`config.mk`:
```
export PLATFORM = sky130hd
export DESIGN_NAME = fpu_req_arbiter_flat
export DESIGN_NICKNAME = d
export VERILOG_FILES = /design/src/rtl/fpu_req_arbiter_pkg.sv /design/src/rtl/fpu_req_arbiter_if.sv /design/src/rtl/fpu_req_arbiter_rr_picker.sv /design/src/rtl/fpu_req_arbiter.sv /design/src/flat_wrapper.sv
export SDC_FILE = /design/constraint.sdc
export NUM_CORES = 1
export LEC_CHECK = 0
export ABC_AREA = 1
export BUFFER_PORTS_ARGS = -buffer_cell sky130_fd_sc_hd__buf_2
export CORE_AREA = 5 5 159 161
export CTS_BUF_LIST = sky130_fd_sc_hd__clkbuf_8
export DETAILED_ROUTE_END_ITERATION = 6
export DIE_AREA = 0 0 164 166
export HOLD_SLACK_MARGIN = 0.02
export PLACE_DENSITY = 0.67
export SLEW_MARGIN = 20
export SYNTH_ARGS = -nofsm -noshare
export SYNTH_HDL_FRONTEND = slang
export SYNTH_HIERARCHICAL = 1
export SYNTH_SLANG_ARGS = --single-unit
export TNS_END_PERCENT = 5
```
`constraint.sdc`:
```
create_clock -name clock -period 2.4 [get_ports clock]
set_clock_uncertainty 0.15 [all_clocks]
set_input_delay 0.12 -clock clock [delete_from_list [all_inputs] [get_ports clock]]
set_output_delay 0.12 -clock clock [all_outputs]
set_load 0.01 [all_outputs]
```
`src/rtl/fpu_req_arbiter_pkg.sv`:
```
// Shared constants and types for the FP adder request arbiter slice:
// number format, core status codes and the arbiter state encoding.
package fpu_pkg;

  localparam int EXP_W  = 6;
  localparam int MANT_W = 25;
  localparam int BIAS   = 31;

  localparam logic [3:0] ST_EXACT   = 4'b0001;
  localparam logic [3:0] ST_OVF     = 4'b0011;
  localparam logic [3:0] ST_UNF     = 4'b0111;
  localparam logic [3:0] ST_INEXACT = 4'b1111;
  localparam logic [3:0] ST_TIMEOUT = 4'b1000;

  typedef enum logic [1:0] {
    IDLE  = 2'd0,
    ISSUE = 2'd1,
    WAIT  = 2'd2,
    RESP  = 2'd3
  } arb_state_t;

endpackage

```
`src/rtl/fpu_req_arbiter_if.sv`:
```
// Requester and FP core signals seen by the arbiter. The slave modport is the
// arbiter; the master modport is the requester/core side that surrounds it.
interface fpu_req_arbiter_if #(
  parameter int NUM_REQ = 4,
  parameter int ID_W    = 2
) ();

  // Requester i offers work by holding req_valid[i] and its operand slices;
  // the transfer happens on the cycle where req_valid[i] and req_ready[i] are
  // both high. rsp_valid[i] is a one-cycle pulse with no back-pressure, and
  // fpu_start / fpu_done are one-cycle pulses between arbiter and core.
  logic [NUM_REQ-1:0]    req_valid;
  logic [32*NUM_REQ-1:0] req_op_a;
  logic [32*NUM_REQ-1:0] req_op_b;
  logic [NUM_REQ-1:0]    req_ready;
  logic [NUM_REQ-1:0]    rsp_valid;
  logic [ID_W-1:0]       rsp_id;
  logic [31:0]           rsp_data;
  logic [3:0]            rsp_status;
  logic                  fpu_start;
  logic [31:0]           fpu_op_a;
  logic [31:0]           fpu_op_b;
  logic                  fpu_done;
  logic [31:0]           fpu_result;
  logic [3:0]            fpu_status;

  modport slave (
    input  req_valid, req_op_a, req_op_b, fpu_done, fpu_result, fpu_status,
    output req_ready, rsp_valid, rsp_id, rsp_data, rsp_status,
           fpu_start, fpu_op_a, fpu_op_b
  );

  modport master (
    output req_valid, req_op_a, req_op_b, fpu_done, fpu_result, fpu_status,
    input  req_ready, rsp_valid, rsp_id, rsp_data, rsp_status,
           fpu_start, fpu_op_a, fpu_op_b
  );

endinterface

```
`src/rtl/fpu_req_arbiter_rr_picker.sv`:
```
// Combinational round-robin picker: first requester at or above ptr, wrapping
// around, wins. Produces a one-hot grant, its index and an any-request flag.
module rr_picker #(
  parameter int NUM_REQ = 4,
  parameter int ID_W    = 2
) (
  input  logic [NUM_REQ-1:0] req,
  input  logic [ID_W-1:0]    ptr,
  output logic [NUM_REQ-1:0] grant,
  output logic [ID_W-1:0]    grant_id,
  output logic               any
);

  logic [ID_W-1:0] idx;

  always_comb begin
    grant    = '0;
    grant_id = '0;
    any      = 1'b0;
    idx      = '0;
    for (int k = 0; k < NUM_REQ; k++) begin
      idx = ID_W'((int'(ptr) + k) % NUM_REQ);
      if (!any && req[idx]) begin
        any        = 1'b1;
        grant[idx] = 1'b1;
        grant_id   = idx;
      end
    end
  end

endmodule

```
`src/rtl/fpu_req_arbiter.sv`:
```
// Round-robin arbiter sharing one multi-cycle FP adder among NUM_REQ requesters.
// Optional watchdog on the core's done pulse: define FPU_ARB_TIMEOUT_EN.
module fpu_req_arbiter
  import fpu_pkg::*;
#(
  parameter int NUM_REQ        = 4,
  parameter int ID_W           = 2,
  parameter int TIMEOUT_CYCLES = 64
) (
  input  logic               clock,
  input  logic               reset,
  fpu_req_arbiter_if.slave   bus,
  output arb_state_t         state
);

  if (ID_W != $clog2(NUM_REQ) || NUM_REQ < 2 || NUM_REQ > 8 || TIMEOUT_CYCLES < 2)
  begin : g_bad_cfg
    $error("fpu_req_arbiter: inconsistent parameters");
  end

  logic [ID_W-1:0]    ptr;
  logic [ID_W-1:0]    grant_id;
  logic [NUM_REQ-1:0] pick_grant;
  logic [ID_W-1:0]    pick_id;
  logic               pick_any;
  logic [ID_W-1:0]    next_ptr;
  logic [ID_W+4:0]    pick_base;

  rr_picker #(.NUM_REQ(NUM_REQ), .ID_W(ID_W)) u_picker (
    .req      (bus.req_valid),
    .ptr      (ptr),
    .grant    (pick_grant),
    .grant_id (pick_id),
    .any      (pick_any)
  );

  // Ready is combinational so the handshake completes in the cycle it is offered.
  assign bus.req_ready = (state == IDLE && reset) ? pick_grant : '0;
  assign next_ptr      = (pick_id == ID_W'(NUM_REQ - 1)) ? '0 : pick_id + 1'b1;
  assign pick_base     = {pick_id, 5'd0};

`ifdef FPU_ARB_TIMEOUT_EN
  localparam int CNT_W = $clog2(TIMEOUT_CYCLES + 1);
  logic [CNT_W-1:0] wait_cnt;
  logic             timed_out;
  // The count includes the start cycle, so the response lands TIMEOUT_CYCLES after start.
  assign timed_out = (wait_cnt == CNT_W'(TIMEOUT_CYCLES - 1));
`endif

  always_ff @(posedge clock or negedge reset) begin
    if (!reset) begin
      state          <= IDLE;
      ptr            <= '0;
      grant_id       <= '0;
      bus.rsp_valid  <= '0;
      bus.rsp_id     <= '0;
      bus.rsp_data   <= '0;
      bus.rsp_status <= '0;
      bus.fpu_start  <= 1'b0;
      bus.fpu_op_a   <= '0;
      bus.fpu_op_b   <= '0;
`ifdef FPU_ARB_TIMEOUT_EN
      wait_cnt       <= '0;
`endif
    end else begin
      case (state)
        IDLE: begin
          bus.rsp_valid <= '0;
          if (pick_any) begin
            bus.fpu_op_a  <= bus.req_op_a[pick_base +: 32];
            bus.fpu_op_b  <= bus.req_op_b[pick_base +: 32];
            grant_id      <= pick_id;
            ptr           <= next_ptr;
            bus.fpu_start <= 1'b1;
            state         <= ISSUE;
`ifdef FPU_ARB_TIMEOUT_EN
            wait_cnt      <= '0;
`endif
          end
        end
        ISSUE: begin
          // A done seen here belongs to nothing we issued and is dropped.
          bus.fpu_start <= 1'b0;
          state         <= WAIT;
`ifdef FPU_ARB_TIMEOUT_EN
          wait_cnt      <= wait_cnt + 1'b1;
`endif
        end
        WAIT: begin
          if (bus.fpu_done) begin
            bus.rsp_data   <= bus.fpu_result;
            bus.rsp_status <= bus.fpu_status;
            bus.rsp_valid  <= NUM_REQ'(1) << grant_id;
            bus.rsp_id     <= grant_id;
            state          <= RESP;
          end
`ifdef FPU_ARB_TIMEOUT_EN
          else if (timed_out) begin
            bus.rsp_data   <= '0;
            bus.rsp_status <= ST_TIMEOUT;
            bus.rsp_valid  <= NUM_REQ'(1) << grant_id;
            bus.rsp_id     <= grant_id;
            state          <= RESP;
          end else begin
            wait_cnt       <= wait_cnt + 1'b1;
          end
`endif
        end
        RESP: begin
          bus.rsp_valid <= '0;
          state         <= IDLE;
        end
        default: state <= IDLE;
      endcase
    end
  end

endmodule

```
`src/flat_wrapper.sv`:
```
// flat-port wrapper written by rule: the top's interface ports become plain ports
module fpu_req_arbiter_flat import fpu_pkg::*;
#(
  parameter int NUM_REQ        = 4,
  parameter int ID_W           = 2,
  parameter int TIMEOUT_CYCLES = 64
)
  (clock, reset, state, bus_req_valid, bus_req_op_a, bus_req_op_b, bus_fpu_done, bus_fpu_result, bus_fpu_status, bus_req_ready, bus_rsp_valid, bus_rsp_id, bus_rsp_data, bus_rsp_status, bus_fpu_start, bus_fpu_op_a, bus_fpu_op_b);
  fpu_req_arbiter_if #(.NUM_REQ(NUM_REQ), .ID_W(ID_W)) bus_i ();
  input  logic clock;
  input  logic reset;
  output arb_state_t state;
  input wire logic [$bits(bus_i.req_valid)-1:0] bus_req_valid;
  input wire logic [$bits(bus_i.req_op_a)-1:0] bus_req_op_a;
  input wire logic [$bits(bus_i.req_op_b)-1:0] bus_req_op_b;
  input wire logic [$bits(bus_i.fpu_done)-1:0] bus_fpu_done;
  input wire logic [$bits(bus_i.fpu_result)-1:0] bus_fpu_result;
  input wire logic [$bits(bus_i.fpu_status)-1:0] bus_fpu_status;
  output wire logic [$bits(bus_i.req_ready)-1:0] bus_req_ready;
  output wire logic [$bits(bus_i.rsp_valid)-1:0] bus_rsp_valid;
  output wire logic [$bits(bus_i.rsp_id)-1:0] bus_rsp_id;
  output wire logic [$bits(bus_i.rsp_data)-1:0] bus_rsp_data;
  output wire logic [$bits(bus_i.rsp_status)-1:0] bus_rsp_status;
  output wire logic [$bits(bus_i.fpu_start)-1:0] bus_fpu_start;
  output wire logic [$bits(bus_i.fpu_op_a)-1:0] bus_fpu_op_a;
  output wire logic [$bits(bus_i.fpu_op_b)-1:0] bus_fpu_op_b;
  assign bus_i.req_valid = bus_req_valid;
  assign bus_i.req_op_a = bus_req_op_a;
  assign bus_i.req_op_b = bus_req_op_b;
  assign bus_i.fpu_done = bus_fpu_done;
  assign bus_i.fpu_result = bus_fpu_result;
  assign bus_i.fpu_status = bus_fpu_status;
  assign bus_req_ready = bus_i.req_ready;
  assign bus_rsp_valid = bus_i.rsp_valid;
  assign bus_rsp_id = bus_i.rsp_id;
  assign bus_rsp_data = bus_i.rsp_data;
  assign bus_rsp_status = bus_i.rsp_status;
  assign bus_fpu_start = bus_i.fpu_start;
  assign bus_fpu_op_a = bus_i.fpu_op_a;
  assign bus_fpu_op_b = bus_i.fpu_op_b;
  fpu_req_arbiter #(.NUM_REQ(NUM_REQ), .ID_W(ID_W), .TIMEOUT_CYCLES(TIMEOUT_CYCLES)) u_core (.clock(clock), .reset(reset), .bus(bus_i), .state(state));
endmodule
```
---- After elaboration in Yosys (flattened, before gate mapping) ----
Index checks and enable logic that the tools add are counted.
word-level totals
  register bits after elaboration ......... 113
  output and inout bits ................... 113
  word-level logic and storage cells ...... 91
cells by class
  add/subtract/negate cells ............... 4
  magnitude comparators ................... 8
  equal/unequal tests ..................... 6
  shifts and indexed selects .............. 3
  multiplexer cells ....................... 37
  bitwise operators ....................... 3
  reductions and logical operators ........ 20
operator list
  cell                 count
  $shiftx 128x8->32    2
  $mux 4               6
  $mux 2               7
  $mux 1               13
  $lt 2x3->1 const B   4
  $or 4x4->4           3
  $reduce_and 2->1     5
  $bmux 1 s2           4
  $demux 1 s2          4
  $ge 2x1->1 const B   4
  $logic_and 1x1->1    8
  $pmux 2 s4           1
  $pmux 4 s2           1
  $eq 2x2->1 const B   3
  $add 2x1->2 const B  2
  $add 2x2->2 const B  2
  $reduce_bool 2->1    2
  $shl 1x2->4 const A  1
  $logic_not 1->1      3
  $eq 2x1->1 const B   1
  $logic_not 2->1      1
  $ne 2x1->1 const B   1
  $ne 2x2->1 const B   1
  $pmux 1 s2           1
  $reduce_or 2->1      1

---- Logic depth before layout (Yosys ltp) ----
Gate-level depths: netlist of the first run.
  word-level depth ........................ 14
  gate-level depth with buffers ........... 17
  mapped depth without buffers ............ 14

---- Hierarchy ----
Netlist of the first run, hierarchy kept.
modules (own cells, without submodules)
  module           times used  cells an instance  area each (µm²)  sequential area each (µm²)
  fpu_req_arbiter  1           1,052              6,917.9          2,827.7
  rr_picker        1           74                 440.4            0.0

---- Least setup slack after synthesis of the first run ----
OpenSTA, ideal clock, no wires.
  path kind ............................... register to register
  from .................................... register u_core.ptr[0]
  to ...................................... register u_core/bus.fpu_op_a[12] in the netlist's numbering
  library setup time ...................... 0.124 ns
  arrival time ............................ 2.270 ns
  data required time ...................... 2.126 ns
  setup slack ............................. -0.144 ns
  cell stages (with the launch flop) ...... 15
  clock period less this slack ............ 2.544 ns
  cell sequence ........................... dfrtp_1 -> inv_2 -> ha_1 -> inv_1 -> nand3_1 -> nand2_1 -> nor2_1 -> a21oi_1 -> nand3_1 -> buf_2 -> nor2_2 -> buf_4 -> buf_6 -> nand2_1 -> nand3_1
on the way
  word-level cells in the longest chain between the ends .. 13
ends and longest elaborated chain
  item                                                                  line                             text
  start, declared                                                       fpu_req_arbiter.sv:21            logic [ID_W-1:0] ptr;
  start signal, assigned                                                fpu_req_arbiter.sv:73            ptr <= next_ptr;
  parallel branches: the longest is 11 deep, another holds $add 2x1->2  --
  $mux 2 *                                                              fpu_req_arbiter_rr_picker.sv:23  if (!any && req[idx]) begin
  net u_core.pick_id[1]                                                 fpu_req_arbiter.sv:24            logic [ID_W-1:0] pick_id;
  $shiftx 128x8->32 *                                                   fpu_req_arbiter.sv:70            bus.fpu_op_a <= bus.req_op_a[pick_base +: 32];
  end signal, assigned                                                  fpu_req_arbiter.sv:70
  end, declared                                                         fpu_req_arbiter_if.sv:30         fpu_start, fpu_op_a, fpu_op_b
Mark *: on every way through the listed nets, which the timed path passes. The select of a mux whose other input is x is not followed.
A chain may end at the register's enable or synchronous reset.

---- Worst setup path in the final report of the first run ----
  from .................................... register u_core.ptr[0]
  to ...................................... register u_core/bus.fpu_op_a[4] in the netlist's numbering
on the way
  word-level cells in the longest chain between the ends .. 13
ends and longest elaborated chain
  item                                                                  line                             text
  parallel branches: the longest is 11 deep, another holds $add 2x1->2  --
  $mux 1 *                                                              fpu_req_arbiter_rr_picker.sv:23
  net u_core.pick_any                                                   fpu_req_arbiter.sv:25            logic pick_any;
  $reduce_and 2->1 (no line) *                                          --
Marked as above.

==> qor.txt, run 1 <==
status: finished with violations
failing checks: DRC, setup timing
nets: 2163
synth top area cells: dfrtp_1 38%, nand2_1 29%, inv_1 8.3%
Cell Count, Final, Fillers Out: 2194
R2R Setup Slk: -0.07 ns
Vias/cell: 4.920
Critical Path AT: 2.63 ns
minimum clock period: 2.468 ns
Final ANT Viol Nets: 0
Final Setup Violations: 31
Req. time, crit path: 2.56 ns
Seq cells post-synth: 113
max-cap viol count: 0
Slew Limit Fails: 0
via count: 10800
total CTS buffers: 17
htree depth: 4
syn nets: 1435
RePlAce Congestion: 0.9281
Post-synth ARST share: 100.0%
GR Overflow Total: 0
Post-Route WL: 37.40 mm
Startpoint Class: register
fmax: 405.2 MHz
Pint: 10.02 mW
Tot Pwr: 20.33 mW
GR Layer Usage met1: 27.47%
Initial DRC Count: 1046
die height: 166 um
Worst Path Max Fanout: 8
Final period util: 102.8%
Setup crit end kind: register
share of cells above drive strength 1: 32.40%
cell area after synthesis: 7358 um2
core area: 23820 um2
Clock power frac: 9.0%
Static Leak: 7.989 nW
number of synthesis warnings: 6
CTS clk-pin slew, worst paths: 0.08 ns
share of the synthesized area in the top cell type: 38.43%
Post-synth EDFFs: 0
Pwr Density: 1455 nW/um2
Die Wd: 164 um
Layout fillers: 2016
Root Buffer Master: clkbuf_8
TritonRoute pass-1 iters: 7
Switching Fraction: 50.72%
worst hold-check path type: in -> async
I/O Buffers: 411
Cell Rows: 57
final worst slack: -0.06773 ns
met2 usage: 41.79%
hpwl dp: 20.71 mm
# DRC: 1
wire per inst: 17.05 um
CTS sink count: 113
Starting Density: 30.89%
Sequential Power Share: 16.8%
Avg Cell Area, Syn: 6.535 um2
largest net degree at the start of global routing: 77
CTS tree: yes
Worst slew margin: 59.14%
Tot GR Track Use: 24.78%
Worst Max-Slew Pin Slew: 0.6109 ns
post-synthesis sequential area ratio: 38.43%
crit path from: u_core/ptr[0]
Die Area: 27220 um2
R2R Path End: u_core/bus.fpu_op_a[4]
clk_lat worst skew: 0.42 ns
Synth area leader: dfrtp_1
RSZ-0062 raised after global routing: yes
initial antenna violation count: 4
synth unique cells: 24
CP Capture Point: u_core/bus.fpu_op_a[4]
peak supply drop: 0.9246 mV
buffer depth of the longest clock path: 2
busiest layer in global routing: met2
worst reg-to-reg path cell count: 16
IO Pins: 412
cell types with the highest counts after synthesis: 573 x nand2_1, 163 x inv_1, 118 x nand3_1, 113 x dfrtp_1, 36 x mux2_2
Area growth syn-to-layout: 89.93%
number of global-route vias before repair: 10750
Psw: 10.31 mW
placed cell count: 1839
met3 usage: 6.602%
ys flop type: dfrtp_1
most frequent cell after synthesis: nand2_1
Syn Inst Count: 1126
first-pass GRT wire length: 54.12 mm
Hold Vio Cnt, Final: 0
combinational fraction of design power: 74.2%
CP Class: reg -> reg
reg2reg start: u_core/ptr[0]
sequential cells by signal, summed over array words and instances (netlist names):
name / flops
u_core/bus.fpu_op_a: 32
u_core/bus.fpu_op_b: 32
u_core/bus.rsp_data: 32
u_core/bus.rsp_status: 4
u_core/bus.rsp_valid: 4
u_core/bus.rsp_id: 2
u_core/grant_id: 2
u_core/ptr: 2
u_core/state: 2
u_core/bus.fpu_start: 1
metrics by stage:
stage	TNS, ns	utilization (%)	hold slack (ns)	setup slack (ns)	instance area [um2]
after global placement	0	41.78	-0.1485	0.05513	9953
after CTS	-0.002635	56.02	0.1204	-0.002635	13340
final	-0.7751	58.67	0.1376	-0.06773	13980
after global routing	-7.093	58.67	0.1501	-0.1681	13980
after detailed placement	-0.04195	41.78	-0.1488	-0.01724	9953
after floorplan	0	-	-0.3256	0.004610	7368
worst min-delay path by stage:
stage	endpoint	cells after the start	slack [ns]
floorplan	u_core/bus.fpu_op_a[0]	0	-0.33
global placement	u_core/bus.fpu_op_b[16]	1	-0.15
detailed placement	u_core/bus.fpu_op_b[12]	1	-0.15
CTS	u_core/bus.rsp_data[30]	3	0.12
global route	u_core/bus.rsp_data[30]	3	0.15
finish	u_core/bus.rsp_data[30]	3	0.14
layer usage:
metal | share of wire (%) | wire, um
met4 | 7.2 | 2707
met3 | 9.7 | 3610
met5 | 0.019 | 7
met1 | 35 | 13080
met2 | 48 | 18000
cells in the final DEF, fill, tap and decap left out, types with 2 or more instances in the layout:
master,synthesis,routed
clkinv_4,0,4
a21oi_1,10,8
dfrtp_1,113,111
nand2_2,8,31
nand3_1,118,102
buf_8,0,3
clkbuf_8,0,17
diode_2,0,3
clkbuf_16,0,9
nor2_4,2,4
dfrtp_2,0,2
inv_1,163,161
inv_6,0,5
inv_4,0,4
ha_1,10,9
o21ai_0,9,8
buf_4,12,22
nand2_1,573,549
mux2_2,36,36
nand3_4,1,3
buf_12,0,13
buf_6,2,9
nor2_1,8,7
inv_8,0,5
dlygate4sd3_1,0,295
buf_2,30,410
buf_16,0,3
a21oi_2,0,2
a21boi_0,4,4
nand3_2,1,15
nand2_4,1,2
nand4_1,7,7
critical path, cell delays in order, from the launching register on:
cell and delay (ns):
dfrtp_2 0.40, inv_4 0.05, ha_4 0.30, inv_4 0.05, nand2_2 0.06, nand2_2 0.06, nor2_4 0.10, buf_6 0.13
buf_6 0.11, buf_6 0.08, nand4_1 0.14, nand2_4 0.20, nor2_4 0.06, buf_12 0.14, clkbuf_16 0.16, nand2_1 0.08
nand3_1 0.08
cells by family after synthesis:
logic type | share of synthesized area [%]
compound gates | 1.802
fa+ha+maj | 1.700
buf+inv | 12.70
flops | 38.43
mux | 5.509
simple gates | 39.86
layout make-up:
class                   instances  area [um2]  area share [%]
flip-flops and latches        113        2830           20.25
inverters                     167       649.4           4.646
diodes                          3       7.507         0.05372
repair inverters                1       8.758         0.06267
multi-input cells             790        3792           27.14
repair buffers                764        5884           42.10
clock inverters                15       163.9           1.173
well taps                     324       405.4           2.901
clock buffers                  17       234.0           1.674
power groups by stage:
stage          Clock, mW  Sequential (mW)  Combinational [mW]
2_1_floorplan          0             3.82                7.24
6_report            1.84             3.41                15.1
3_5_place_dp           0             3.40                11.5
5_1_grt             1.99             3.53                16.3
4_1_cts             1.91             3.39                12.0
3_3_place_gp           0             3.39                11.4
repair_timing:
action,4_1_cts,5_1_grt
gates resized for setup,7,63
cloned,0,13
pin swaps,3,11
endpoints found under the hold margin,219,0
buffers inserted,3,10
setup endpoints to repair,37,73
hold buffers,295,0
No activity file was read; power rests on OpenSTA's default activity.
==> run 2: changes to the inputs <==
--- a/config.mk
+++ b/config.mk
@@ -12,10 +12,9 @@
 export DETAILED_ROUTE_END_ITERATION = 6
 export DIE_AREA = 0 0 164 166
 export HOLD_SLACK_MARGIN = 0.02
-export PLACE_DENSITY = 0.67
+export PLACE_DENSITY = 0.69
 export SLEW_MARGIN = 20
 export SYNTH_ARGS = -nofsm -noshare
 export SYNTH_HDL_FRONTEND = slang
-export SYNTH_HIERARCHICAL = 1
 export SYNTH_SLANG_ARGS = --single-unit
 export TNS_END_PERCENT = 5
==> run 2 against run 1 <==
Effect of this change: the flow finishes with violations (setup timing); sequential share of layout area decreased by 0.68 points; synthesized cell count increased by 1.2%; utilization increased by 2.0 points; worst hold slack got worse by 0.078 ns; area after synthesis increased by 5.8%; count of clock-buffer cells in the layout unchanged; design area increased by 3.4%; sequential power increased by 2%; worst setup slack got worse by 0.0021 ns; register-to-register slack about the same; wire length increased by 5.2%; first-iteration DRC count increased by 16%.
==> qor.txt, run 2 <==
synth unique cells: 32 (+33%)
leading cell type in the layout, fill and taps excluded: buf_2
setup slack at placement: -0.09091 ns (-0.07367 ns)
# DRC: 0 (-1)
cell area after synthesis: 7789 um2 (+5.8%)
hpwl dp: 21.00 mm (+1.4%)
Critical Path AT: 2.69 ns (+0.06 ns)
IO Pins: 412 (unchanged)
Final Util: 60.68% (+2.0 points)
TritonRoute pass-1 iters: 7 (unchanged)
wire per inst: 17.91 um (+5.0%)
post-synthesis sequential area ratio: 36.31% (-2.1 points)
Seq cells post-synth: 113 (unchanged)
Final ANT Viol Nets: 0 (unchanged)
Hold WS: 0.05991 ns (-0.07768 ns)
ys flop type: dfrtp_1
Root Buffer Master: clkbuf_8
Cell Rows: 57 (unchanged)
Slew Limit Fails: 0 (unchanged)
I/O Buffers: 411 (unchanged)
Syn Inst Count: 1139 (+1.2%)
Post-synth ARST share: 100.0% (unchanged)
total CTS buffers: 17 (unchanged)
Hold Vio Cnt, Final: 0 (unchanged)
post-route cell area: 14450 um2 (+3.4%)
Initial DRC Count: 1215 (+16%)
most frequent cell after synthesis: nand2_1
Pwr Density: 1468 nW/um2 (+0.90%)
number of global-route vias before repair: 11210 (+4.2%)
htree depth: 4 (unchanged)
RePlAce Congestion: 0.8604 (-7.3%)
cell area after placement: 10340 um2 (+3.9%)
Starting Density: 32.70% (+1.8 points)
via count: 11040 (+2.2%)
CTS tree: yes
share of cells above drive strength 1: 36.12% (+3.7 points)
commonest cells after routing, fill and taps aside: 409 x buf_2, 343 x nand2_1, 288 x dlygate4sd3_1
GR Overflow Total: 0 (unchanged)
fmax: 404.9 MHz (about the same)
RSZ-0062 raised after global routing: yes
final setup TNS: -0.9268 ns (-0.1518 ns)
cell types with the highest counts after synthesis: 359 x nand2_1, 242 x nand3_1, 213 x inv_1, 113 x dfrtp_1, 50 x or2_2
worst hold-check path type: in -> reg
synth top area cells: dfrtp_1 36%, nand2_1 17%, nand3_1 16%
CTS sink count: 113 (unchanged)
Synth area leader: dfrtp_1
largest registers: u_core.bus.fpu_op_a (32), u_core.bus.fpu_op_b (32), u_core.bus.rsp_data (32)
Startpoint Class: register
final worst slack: -0.06983 ns (-0.002103 ns)
largest net degree at the start of global routing: 73 (-5.2%)
Static Leak: 8.063 nW (+0.92%)
max-cap viol count: 0 (unchanged)
peak supply drop: 0.8142 mV (-12%)
share of the synthesized area in the top cell type: 36.31% (-2.1 points)
CTS clk-pin slew, worst paths: 0.09 ns (about the same)
core area: 23820 um2 (unchanged)
Vias/cell: 5.020 (+2.0%)
buffer depth of the longest clock path: 2 (unchanged)
nets: 2167 (+0.18%)
Worst Max-Slew Pin Slew: 0.5432 ns (-0.06774 ns)
clk_lat worst skew: 0.43 ns (about the same)
failing checks: setup timing
Area growth syn-to-layout: 85.57%
first-pass GRT wire length: 57.68 mm (+6.6%)
Die Wd: 164 um (unchanged)
Worst slew margin: 63.54% (+4.4 points)
Setup crit end kind: register
Req. time, crit path: 2.62 ns (+0.06 ns)
CP Class: reg -> reg
Post-Route WL: 39.36 mm (+5.2%)
minimum clock period: 2.470 ns (+0.002103 ns)
Die Area: 27220 um2 (unchanged)
syn nets: 1450 (+1.0%)
Avg Cell Area, Syn: 6.838 um2 (+4.6%)
initial antenna violation count: 4 (unchanged)
die height: 166 um (unchanged)
Tot GR Track Use: 26.45% (+1.7 points)
status: finished with violations
Final period util: 102.9% (about the same)
Post-synth EDFFs: 0 (unchanged)
Worst Path Max Fanout: 7 (-1)
Final Setup Violations: 30 (-3.2%)
number of synthesis warnings: 0 (-6)
[run 2: changes by cell type in the layout (fill, tap and decap cells not counted), moves of 4 or more]
| cell | delta |
|---|---|
| buf_12 | +5 |
| buf_4 | +6 |
| clkbuf_16 | -4 |
| clkinv_4 | -4 |
| dlygate4sd3_1 | -7 |
| inv_1 | +49 |
| nand2_1 | -206 |
| nand2_2 | -15 |
| nand3_1 | +100 |
| nand3_2 | +24 |
| nand4_1 | -4 |
| or2_2 | +37 |
| or2_4 | +13 |
[run 2: worst max-delay path, cell delays in order, from the launching register on]
cell     delay, ns
dfrtp_2       0.44
inv_4         0.09
ha_4          0.23
inv_4         0.08
nand3_2       0.08
nand2_2       0.11
buf_6         0.12
nand4_1       0.14
nand3_2       0.12
nand2_4       0.10
buf_6         0.14
nor2_4        0.09
buf_12        0.14
buf_12        0.15
nand3_2       0.11
nand3_2       0.10
[run 2: worst paths after layout]
| path | from | endpoint | depth (start not counted) | slack, ns |
|---|---|---|---|---|
| min in group asynchronous | reset | u_core.bus.fpu_op_a[11] | 3 | 0.14 |
| max reg2reg | u_core.ptr[0] | u_core.bus.fpu_op_a[27] | 15 | -0.07 |
| min | bus_req_op_b[94] | u_core.bus.fpu_op_b[30] | 7 | 0.06 |
| max | u_core.ptr[0] | u_core.bus.fpu_op_a[27] | 15 | -0.07 |
| min reg2reg | u_core.bus.fpu_op_b[27] | u_core.bus.fpu_op_b[27] | 2 | 0.33 |
| max in group asynchronous | reset | u_core.bus.rsp_status[0] | 3 | 1.47 |
[run 2: metrics by stage]
step | cells | power, mW
2_1_floorplan | 1139 | 11.62
3_3_place_gp | 1850 | 15.34
3_5_place_dp | 1850 | 15.50
4_1_cts | 2182 | 19.32
5_1_grt | 2197 | 22.61
6_report | 2198 | 21.22
[run 2: cell type report]
| type | instances | area [um2] |
|---|---|---|
| Fill cell | 1847 | 9366 |
| Tap cell | 324 | 405.4 |
| Antenna cell | 5 | 12.51 |
| Timing Repair Buffer | 761 | 5842 |
| Clock inverter | 15 | 161.4 |
| Clock buffer | 17 | 234.0 |
| Sequential cell | 113 | 2829 |
| Multi-Input combinational cell | 746 | 4140 |
| Inverter | 217 | 829.5 |
[run 2: power by group]
group          total (mW)  switching, mW  internal [mW]
registers            3.47          0.557           2.91
clock network        1.89           1.01          0.873
logic                15.9           8.99           6.87
total                21.2           10.6           10.7
[run 2: per-layer routing]
layer	track usage, %	routed length (um)
met5	0	0
met3	7.818	4265
met2	43.09	18540
met1	29.90	13760
met4	17.29	2802
[run 2: cells by family (layout without fill, tap and decap cells)]
kind of cell / count (synthesis) / after routing / synth area share [%]
mux: 36 / 36 / 5.205
simple gates: 673 / 673 / 39.28
compound gates: 25 / 25 / 1.928
fa+ha+maj: 12 / 12 / 1.928
flops: 113 / 113 / 36.31
buf+inv: 280 / 1010 / 15.36
other cells: 0 / 5 / 0
[run 2: what timing repair did]
item | 4_1_cts | 5_1_grt
buffers inserted | 9 | 5
endpoints found under the hold margin | 215 | 2
pin swaps | 10 | 23
hold buffers | 286 | 2
resized for setup | 30 | 76
cloned | 5 | 5
endpoints found under the setup margin | 70 | 70
==> run 3: changes to the inputs <==
--- a/config.mk
+++ b/config.mk
@@ -12,7 +12,7 @@
 export DETAILED_ROUTE_END_ITERATION = 6
 export DIE_AREA = 0 0 164 166
 export HOLD_SLACK_MARGIN = 0.02
-export PLACE_DENSITY = 0.69
+export PLACE_DENSITY = 0.67
 export SLEW_MARGIN = 20
 export SYNTH_ARGS = -nofsm -noshare
 export SYNTH_HDL_FRONTEND = slang
==> constraint.sdc (replaced) <==
create_clock -name clock -period 2.9 [get_ports clock]
set_clock_uncertainty 0.15 [all_clocks]
set_input_delay 0.145 -clock clock [delete_from_list [all_inputs] [get_ports clock]]
set_output_delay 0.145 -clock clock [all_outputs]
set_load 0.01 [all_outputs]
==> run 3 against run 2 <==
Effect of this change: global-route usage decreased by 2.1 points; clock power fell by 14%; via count shrank 5.7%; non-clock buffer count down 38; utilization decreased by 4.1 points; the run now ends clean; first-iteration DRC count shrank 9.6%; count of clock-buffer cells in the layout unchanged; sequential cell count is the same; critical path depth unchanged; power down 29%; worst setup slack gained 0.19 ns; critical path type unchanged.
==> qor.txt, run 3 (synthesis gave the netlist of run 2 again) <==
share of cells above drive strength 1: 32.15% (-4.0 points)
post-route cell area: 13490 um2 (-6.7%)
Final period util: 95.95% (-7.0 points)
commonest cells after routing, fill and taps aside: 410 x buf_2, 356 x nand2_1, 275 x dlygate4sd3_1
Vias/cell: 4.824 (-3.9%)
final worst slack: 0.1175 ns (+0.1873 ns)
Final Setup Violations: 0 (-100%)
wire per inst: 16.06 um (-10%)
Die Wd: 164 um (unchanged)
CTS tree: yes
Die Area: 27220 um2 (unchanged)
fmax: 359.4 MHz (-11%)
core area: 23820 um2 (unchanged)
Starting Density: 32.70% (unchanged)
nets: 2130 (-1.7%)
I/O Buffers: 411 (unchanged)
Worst slew margin: 63.34% (-0.20 points)
largest net degree at the start of global routing: 74 (+1.4%)
setup slack at placement: 0.2259 ns (+0.3168 ns)
register area: 2828 um2 (about the same)
cell area after placement: 10190 um2 (-1.5%)
die height: 166 um (unchanged)
highest-delay cell along the critical path: dlygate4sd3_1
worst path bufs/invs: 5 (-1)
number of global-route vias before repair: 10660 (-4.9%)
hpwl dp: 21.20 mm (+0.94%)
max-cap viol count: 0 (unchanged)
first-pass GRT wire length: 53.50 mm (-7.2%)
Area growth syn-to-layout: 73.17%
RSZ-0062 raised after global routing: yes
Static Leak: 7.699 nW (-4.5%)
Startpoint Class: register
TritonRoute pass-1 iters: 6 (-1)
Critical Path AT: 2.95 ns (+0.26 ns)
Tot Pwr: 15.12 mW (-29%)
Worst Max-Slew Pin Slew: 0.5462 ns (+0.002964 ns)
buffer depth of the longest clock path: 2 (unchanged)
worst hold-check path type: in -> async
Post-Route WL: 34.65 mm (-12%)
clk_lat worst skew: 0.42 ns (about the same)
CP most frequent cell: nand2_1
leading cell type in the layout, fill and taps excluded: buf_2
Largest delay share family, worst path: buffers and inverters
total CTS buffers: 17 (unchanged)
Root Buffer Master: clkbuf_8
CTS sink count: 113 (unchanged)
GR Overflow Total: 0 (unchanged)
IO Pins: 412 (unchanged)
CP Class: reg -> reg
CP max stage delay: 0.57 ns (+0.13 ns)
Hold Vio Cnt, Final: 0 (unchanged)
# DRC: 0 (unchanged)
peak supply drop: 0.6571 mV (-19%)
Multi-input gate area: 3810 um2 (-8.0%)
Req. time, crit path: 3.06 ns (+0.44 ns)
via count: 10410 (-5.7%)
CTS clk-pin slew, worst paths: 0.09 ns (about the same)
Slew Limit Fails: 0 (unchanged)
Final ANT Viol Nets: 0 (unchanged)
minimum clock period: 2.782 ns (+0.3127 ns)
status: finished, final reports clean
RePlAce Congestion: 0.8786 (+2.1%)
htree depth: 4 (unchanged)
Cell Chain, Critical Path: inv_2 -> buf_4 -> nand2_1 -> nand3_1 -> nand2_4 -> inv_1 -> o21ai_2 -> nand2_2 -> nand3_4 -> buf_12 -> nand2_1 -> nand2_1 -> dlygate4sd3_1 -> nand2_1 -> nand3_1
Layout fillers: 2047 (+11%)
Setup crit end kind: register
largest registers: u_core.bus.fpu_op_a (32), u_core.bus.fpu_op_b (32), u_core.bus.rsp_data (32)
Initial DRC Count: 1098 (-9.6%)
Pwr Density: 1121 nW/um2 (-24%)
Tot GR Track Use: 24.35% (-2.1 points)
Worst Path Max Fanout: 23 (+16)
initial antenna violation count: 1 (-3)
Cell Rows: 57 (unchanged)
-- run 3: path summary, 6_finish.rpt --
check | start | end | slack (ns) | cells after the start
max | u_core.ptr[0] | u_core.bus.fpu_op_a[6] | 0.12 | 15
min | reset | u_core.bus.fpu_op_a[16] | 0.05 | 2
max reg2reg | u_core.ptr[0] | u_core.bus.fpu_op_a[6] | 0.12 | 15
min reg2reg | u_core.bus.fpu_op_b[12] | u_core.bus.fpu_op_b[12] | 0.33 | 2
max in group asynchronous | reset | u_core.bus.fpu_op_a[23] | 1.61 | 3
min in group clock | bus_req_op_a[35] | u_core.bus.fpu_op_a[3] | 0.06 | 7
-- run 3: per-layer routing --
layer | global-route usage [%] | vias up | part of all wire [%]
met5 | 0 | - | 0
met4 | 14.92 | 0 | 6.7
met3 | 7.173 | 180 | 9.8
met2 | 40.73 | 708 | 48
met1 | 27.04 | 4659 | 36
li1 | - | 4858 | -
-- run 3: final cells by class --
cell class | count | share of cell area [%]
Clock inverter | 15 | 1.382
Multi-Input combinational cell | 747 | 28.25
Timing Repair Buffer | 723 | 38.57
Clock buffer | 17 | 1.735
Antenna cell | 1 | 0.01855
Sequential cell | 113 | 20.96
Tap cell | 324 | 3.006
Inverter | 217 | 6.076
-- run 3: metrics by stage --
step                hold WS, ns  util [%]  cells  TNS (ns)
floorplan               -0.3006         -   1139         0
global placement       -0.02620     42.78   1840         0
detailed placement     -0.02781     42.78   1840         0
CTS                     0.02354     56.10   2147         0
global route            0.03789     56.62   2157  -0.06297
finish                  0.04593     56.62   2157         0
-- run 3: what timing repair did --
action                     CTS  global route
buffers inserted             0             7
hold buffers               275             0
gates resized for setup      0             8
hold endpoints to repair   135             0
setup endpoints to repair    0            28
-- run 3: worst reg2reg max path, cell delays in order (launching register included) --
cell and delay, ns:
dfrtp_1 0.39, inv_2 0.08, buf_4 0.19, nand2_1 0.09, nand3_1 0.13, nand2_4 0.13
inv_1 0.11, o21ai_2 0.07, nand2_2 0.13, nand3_4 0.17, buf_12 0.21, nand2_1 0.07
nand2_1 0.05, dlygate4sd3_1 0.57, nand2_1 0.06, nand3_1 0.08
-- run 3: power breakdown --
part           switching (mW)  internal [mW]
Combinational            6.35           4.28
Clock                   0.815          0.812
Sequential              0.454           2.41
Total                    7.62           7.50
